===== src/rtl/l1_cache_pkg.sv =====
// Shared types for the L1 line transfer sequencer: transfer op, FSM states
// and the words-per-line helper.
package l1_cache_pkg;

  typedef enum logic {
    XFER_FILL  = 1'b0,
    XFER_EVICT = 1'b1
  } xfer_op_e;

  typedef enum logic [1:0] {
    ST_IDLE  = 2'd0,
    ST_FILL  = 2'd1,
    ST_EVICT = 2'd2,
    ST_DONE  = 2'd3
  } xfer_state_e;

  localparam int DEFAULT_LINE_BYTES = 16;

  // A line narrower than one word still counts as a single word.
  function automatic int words_per_line(input int line_bytes);
    return (line_bytes / 4 > 0) ? line_bytes / 4 : 1;
  endfunction

endpackage


===== src/rtl/l1_line_xfer_ctrl.sv =====
// Moves whole L1 lines between the data array and the memory side (fills and evictions).
// Optional feature macro: L1_XFER_CRITICAL_WORD_FIRST_EN (fills start at req_word).
//
// Handshakes: a request transfers on the edge where req_valid && req_ready; a fill
// beat transfers on mem_rvalid && mem_rready; an evict beat on wb_valid && wb_ready.
// Valid/data never depend on the same-cycle ready of their own channel.
module l1_line_xfer_ctrl
  import l1_cache_pkg::*;
#(
  parameter int NUM_SETS      = 64,
  parameter int NUM_WAYS      = 4,
  parameter int LINE_BYTES    = DEFAULT_LINE_BYTES,
  parameter int INDEX_BITS    = $clog2(NUM_SETS),
  parameter int WAY_BITS      = (NUM_WAYS > 1) ? $clog2(NUM_WAYS) : 1,
  parameter int WORD_SEL_BITS = (LINE_BYTES > 4) ? $clog2(LINE_BYTES / 4) : 1
) (
  input  logic                     clk,
  input  logic                     rst_n,
  input  logic                     req_valid,
  output logic                     req_ready,
  input  logic                     req_op,
  input  logic [INDEX_BITS-1:0]    req_index,
  input  logic [WAY_BITS-1:0]      req_way,
  input  logic [WORD_SEL_BITS-1:0] req_word,
  input  logic                     mem_rvalid,
  input  logic [31:0]              mem_rdata,
  output logic                     mem_rready,
  output logic                     wb_valid,
  output logic [31:0]              wb_data,
  output logic                     wb_last,
  input  logic                     wb_ready,
  output logic                     da_we,
  output logic [INDEX_BITS-1:0]    da_index,
  output logic [WAY_BITS-1:0]      da_way,
  output logic [WORD_SEL_BITS-1:0] da_word_sel,
  output logic [31:0]              da_wdata,
  input  logic [31:0]              da_rdata,
  output logic                     done,
  output logic [1:0]               dbg_state
);

  localparam int WPL   = words_per_line(LINE_BYTES);
  localparam int CNT_W = WORD_SEL_BITS + 1;

  xfer_state_e              state_q, state_d;
  logic [INDEX_BITS-1:0]    index_q, index_d;
  logic [WAY_BITS-1:0]      way_q, way_d;
  logic [WORD_SEL_BITS-1:0] start_q, start_d;
  logic [CNT_W-1:0]         cnt_q, cnt_d;

  logic [WORD_SEL_BITS-1:0] req_start_word;
  logic [WORD_SEL_BITS-1:0] cur_word;
  logic                     last_beat;

`ifdef L1_XFER_CRITICAL_WORD_FIRST_EN
  assign req_start_word = (xfer_op_e'(req_op) == XFER_EVICT) ? '0 : req_word;
`else
  logic unused_req_word;
  assign unused_req_word = ^req_word;
  assign req_start_word  = '0;
`endif

  // Truncating add gives the wrap through word 0 for power-of-two lines.
  assign cur_word  = start_q + cnt_q[WORD_SEL_BITS-1:0];
  assign last_beat = (cnt_q == CNT_W'(WPL - 1));
  assign dbg_state = state_q;

  always_ff @(posedge clk or negedge rst_n) begin
    if (!rst_n) begin
      state_q <= ST_IDLE;
    end else begin
      state_q <= state_d;
    end
  end

  always_ff @(posedge clk or negedge rst_n) begin
    if (!rst_n) begin
      index_q <= '0;
      way_q   <= '0;
      start_q <= '0;
      cnt_q   <= '0;
    end else begin
      index_q <= index_d;
      way_q   <= way_d;
      start_q <= start_d;
      cnt_q   <= cnt_d;
    end
  end

  always_comb begin
    state_d = state_q;
    index_d = index_q;
    way_d   = way_q;
    start_d = start_q;
    cnt_d   = cnt_q;
    case (state_q)
      ST_IDLE: begin
        if (req_valid) begin
          index_d = req_index;
          way_d   = req_way;
          start_d = req_start_word;
          cnt_d   = '0;
          state_d = (xfer_op_e'(req_op) == XFER_EVICT) ? ST_EVICT : ST_FILL;
        end
      end
      ST_FILL: begin
        if (mem_rvalid) begin
          cnt_d = cnt_q + CNT_W'(1);
          if (last_beat) state_d = ST_DONE;
        end
      end
      ST_EVICT: begin
        if (wb_ready) begin
          cnt_d = cnt_q + CNT_W'(1);
          if (last_beat) state_d = ST_DONE;
        end
      end
      ST_DONE: state_d = ST_IDLE;
      default: state_d = ST_IDLE;
    endcase
  end

  // mem_rvalid->da_we and da_rdata->wb_data are intentionally combinational.
  always_comb begin
    req_ready   = 1'b0;
    mem_rready  = 1'b0;
    wb_valid    = 1'b0;
    wb_data     = '0;
    wb_last     = 1'b0;
    da_we       = 1'b0;
    da_index    = '0;
    da_way      = '0;
    da_word_sel = '0;
    da_wdata    = '0;
    done        = 1'b0;
    case (state_q)
      ST_IDLE: req_ready = 1'b1;
      ST_FILL: begin
        mem_rready  = 1'b1;
        da_index    = index_q;
        da_way      = way_q;
        da_word_sel = cur_word;
        if (mem_rvalid) begin
          da_we    = 1'b1;
          da_wdata = mem_rdata;
        end
      end
      ST_EVICT: begin
        wb_valid    = 1'b1;
        wb_data     = da_rdata;
        wb_last     = last_beat;
        da_index    = index_q;
        da_way      = way_q;
        da_word_sel = cur_word;
      end
      ST_DONE: begin
        done     = 1'b1;
        da_index = index_q;
        da_way   = way_q;
      end
      default: ;
    endcase
  end

endmodule


===== config.mk =====
export PLATFORM = sky130hd
export DESIGN_NAME = l1_line_xfer_ctrl
export DESIGN_NICKNAME = d
export VERILOG_FILES = /design/src/rtl/l1_cache_pkg.sv /design/src/rtl/l1_line_xfer_ctrl.sv
export SDC_FILE = /design/constraint.sdc
export NUM_CORES = 1
export LEC_CHECK = 0
export ABC_AREA = 1
export BUFFER_PORTS_ARGS = -buffer_cell sky130_fd_sc_hd__buf_4
export CAP_MARGIN = 20
export CORE_MARGIN = 1
export CORE_UTILIZATION = 33
export DETAILED_ROUTE_END_ITERATION = 16
export PLACE_DENSITY = 0.82
export SETUP_SLACK_MARGIN = 0.3
export SLEW_MARGIN = 20
export SYNTH_ARGS = -nofsm -noshare
export SYNTH_HDL_FRONTEND = slang
export SYNTH_SLANG_ARGS = --single-unit

===== constraint.sdc =====
create_clock -name clk -period 1.6 [get_ports clk]
set_input_delay 0.16 -clock clk [delete_from_list [all_inputs] [get_ports clk]]
set_output_delay 0.16 -clock clk [all_outputs]
set_load 0.03 [all_outputs]

==> metrics.csv, run 1 <==
metric,value,unit
FP Rows,22,
Clock Sinks,13,
GP Congestion,0.8150,
cell count after synthesis,242,
WEP type,top-level output,
cell chosen for the clock root,clkbuf_8,
synth unique cells,13,
largest net degree at the start of global routing,18,
Synth Flop Type,dfrtp_1,
CTS max path bufs,2,
Post-synth EDFFs,0,
CTS buffer count,3,
Synth Area per Inst,5.356,sq um
post-synth top area cell,dfrtp_1,
Synth Warn #,0,
"Async S/R FF share, synth",100.0,%
"count leader, synth",inv_1,
Port Buffers,159,
top cell type's share of synthesized area,25.10,%
worst setup endpoint GRT,wb_data[8],
Stop stage,5_1_grt,
number of synthesized register bits,13,
sequential area share after synthesis,25.10,%
outcome,aborted with a tool error,
Die H,64.68,um
chip width,64.68,um
top post-synthesis cells by count,"86 x inv_1, 57 x nand2_1, 51 x nor2_1",
Post-Syn Area,1296,sq um
H-tree Lvls,1,
io pins,162,
post-DP HPWL,4313,um
First Error,"[ERROR DPL-0038] Utilization greater than 100%, impossible to legalize",
"top cells by area, synth","dfrtp_1 25%, inv_1 25%, nand2_1 17%",
effective utilization at floorplan,34.88,%
Mapped Nets,330,
## stage by stage
step / area [sq um] / std cells / setup slack [ps] / utilization (%) / hold slack (ps)
floorplan: 1717 / 242 / 144.0 / - / -135.6
global placement: 2922 / 444 / 156.3 / 78.62 / 12.40
detailed placement: 2922 / 444 / 136.6 / 78.62 / 11.20
CTS: 3543 / 463 / 42.74 / 95.35 / 162.9
## cells by family after synthesis
logic type      after synthesis  share of synthesized area (%)
fa+ha+maj                     8                          7.722
buf+inv                      96                          29.05
flops                        13                          25.10
simple gates                111                          32.72
compound gates               14                          5.405
## timing repair
action                                  CTS
endpoints found under the setup margin   85
hold endpoints to repair                 13
cloned                                    4
hold buffers                              1
pin swaps                                16
resized for setup                       105
buffers inserted                         10
==> inputs of run 2 (changes only) <==
--- a/config.mk
+++ b/config.mk
@@ -11,8 +11,7 @@
 export CORE_MARGIN = 1
 export CORE_UTILIZATION = 33
 export DETAILED_ROUTE_END_ITERATION = 16
-export PLACE_DENSITY = 0.82
-export SETUP_SLACK_MARGIN = 0.3
+export PLACE_DENSITY_LB_ADDON = 0.15
 export SLEW_MARGIN = 20
 export SYNTH_ARGS = -nofsm -noshare
 export SYNTH_HDL_FRONTEND = slang
==> run 2 against run 1 <==
The run now ends clean. Synthesized area is the same. Synthesized cell count is the same.
==> metrics.csv, run 2 <==
metric,value,unit,change
Clock transition at path regs,60,ps,
Synth Warn #,0,,unchanged
"Async S/R FF share, synth",100.0,%,unchanged
detailed-router iteration count before antenna repair,4,,
Synth Flop Type,dfrtp_1,,unchanged
sequential area share after synthesis,25.10,%,unchanged
outcome,"complete, no violations",,was aborted with a tool error
clk_skew,6.610,ps,
clk_lat worst skew,250,ps,
vias,1879,,
Util after Layout,84.04,%,
CP Class,flip-flop to output pin,,
H-tree Lvls,1,,unchanged
Sw Ratio,52.57,%,
Synth Area in Adders,7.722,%,unchanged
effective utilization at floorplan,34.88,%,unchanged
crit path capture type,output pin,,
power per cell area,1578,nW/um^2,
cell count after synthesis,242,,unchanged
vias in the first global route,1725,,
clock period minus worst slack,1593,ps,
chip width,64.68,um,unchanged
"count leader, synth",inv_1,,unchanged
CTS max path bufs,2,,unchanged
post-synthesis mux area share,0,%,unchanged
largest family of logic cells by synthesized area,simple AND/OR/NAND/NOR gates,,unchanged
initial detailed-routing violation count,75,,
maximum VDD drop,1.092,mV,
slack of the critical path,6.964,ps,
max-slew violations,0,,
total grt overflow,0,,
post-route cell area,3123,sq um,
FP Rows,22,,unchanged
Mapped Nets,330,,unchanged
cell chosen for the clock root,clkbuf_8,,unchanged
Clk network pwr share,5.9,%,
Post-Syn Area,1296,sq um,unchanged
combinational share of power,82.7,%,
first-pass GRT wire length,8045,um,
largest net degree at the start of global routing,18,,
Final Hold Viols,0,,
# setup viols final,0,,
Layout Nets,498,,
dpl ws,163.2,ps,was 136.6 ps
RSZ-0062 raised after global routing,true,,
Min Hold Slack,154.9,ps,
synth unique cells,13,,unchanged
XOR/XNOR share of the synthesized area,0,%,unchanged
antenna violation net count after detailed routing,0,,
Required @ worst endpoint,1440,ps,
Post-route DRC,0,,
sequential share of power,11.4,%,
Compound-Gate Fraction of Synth Area,5.405,%,unchanged
Final Cycle Share,99.56,%,
top cell type's share of synthesized area,25.10,%,unchanged
top post-synthesis cells by count,"86 x inv_1, 57 x nand2_1, 51 x nor2_1",,unchanged
fmax,627.7,MHz,
Worst Hold Class,input port to flip-flop,,
share of cells above drive strength 1,57.21,%,
Clock Sinks,13,,unchanged
CP Max Fanout,16,,
Port Buffers,159,,unchanged
"commonest non-fill, non-tap cell in the layout",buf_4,,
Wirelength per Cell,11.90,um,
post-DP HPWL,3901,um,was 4313 um
vias per cell,4.112,,
"top cells by area, synth","dfrtp_1 25%, inv_1 25%, nand2_1 17%",,unchanged
CP Launch Type,flip-flop,,
CP Data Arrival Time,1430,ps,
CTS tree,yes,,
Synth Area per Inst,5.356,sq um,unchanged
post-synth top area cell,dfrtp_1,,unchanged
Leakage,2.011,nW,
simple-gate area share of the yosys netlist,32.72,%,unchanged
Routed WL,5438,um,
total of max-cap violations,0,,
Worst-Margin Slew,276.6,ps,
Area Growth Syn to Fin,140.9,%,
GRT Util Overall,24.83,%,
core region area,3716,sq um,
relative slew slack,81.49,%,
number of synthesized register bits,13,,unchanged
"commonest cells after routing, fill and taps aside","110 x buf_4, 79 x inv_1, 56 x buf_6",,
initial antenna violation count,0,,
CTS buffer count,3,,unchanged
GP Congestion,0.7252,,was 0.8150
io pins,162,,unchanged
Int Pwr,2.338,mW,
antenna diode count,0,,
largest registers,"index_q x6, cnt_q x3",,
placed cell areas,2665,sq um,was 2922 sq um
sw power,2.591,mW,
Post-synth EDFFs,0,,unchanged
Die Footprint,4183,sq um,
max reg flops,6,,
Die H,64.68,um,unchanged
Reg with most FFs,index_q,,
run 2: cell counts after synthesis:
Identical to the previous run, type by type.
run 2: cells by family after synthesis:
kind of cell               count (synthesis)
and+or+nand+nor                          111
buffers and inverters                     96
AOI/OAI and AO/OA                         14
DFF                                       13
adders and majority gates                  8
run 2: repair_timing:
action,CTS,global route
setup endpoints to repair,75,56
hold buffers,1,0
resized for setup,37,45
gates cloned,3,0
setup buffers,4,1
hold endpoints to repair,13,0
pin swaps,3,1
run 2: worst max-delay path, cell delays in order, from the launching register on:
cell and delay, ps:
dfrtp_2 420, inv_4 80, ha_4 160, nand2_8 80
buf_16 170, nor2_2 120, buf_6 150
run 2: final timing paths:
check	startpoint	endpoint	slack [ps]	cells after the start
min reg2reg	index_q[3]	index_q[3]	520	2
min	req_index[3]	index_q[3]	150	3
max	dbg_state[1]	da_wdata[7]	7	6
max reg2reg	dbg_state[1]	cnt_q[1]	140	7
min in group asynchronous	rst_n	index_q[2]	290	2
max in group asynchronous	rst_n	dbg_state[0]	1140	2
run 2: per-stage QoR:
stage	cells	power [mW]	TNS [ps]
2_1_floorplan	242	2.814	-2227
4_1_cts	456	4.740	0
6_report	457	4.929	0
3_3_place_gp	444	3.973	0
3_5_place_dp	444	4.020	0
5_1_grt	457	5.264	-278.7
run 2: power groups by stage:
stage / combinational (mW) / clock, mW / sequential [mW]
floorplan: 2.22 / 0 / 0.593
global placement: 3.41 / 0 / 0.562
finish: 4.08 / 0.290 / 0.561
global route: 4.37 / 0.316 / 0.581
detailed placement: 3.45 / 0 / 0.568
CTS: 3.89 / 0.301 / 0.551
run 2: final cells by class:
class,instances,area (sq um)
Clock inverter,1,5.005
Timing Repair Buffer,172,1589
Clock buffer,3,41.29
Sequential cell,13,327.8
Multi-Input combinational cell,133,768.2
Fill cell,232,593.1
Tap cell,48,60.06
Inverter,87,331.6
run 2: metal layers:
metal / up-vias / part of all wire (%) / global-route usage [%]
met5: - / 0 / 0
met4: 0 / 1.3 / 7.500
met3: 7 / 7.0 / 6.866
met2: 72 / 53 / 45.66
met1: 815 / 39 / 27.43
li1: 985 / - / -
(Power assumes the default switching activity.)
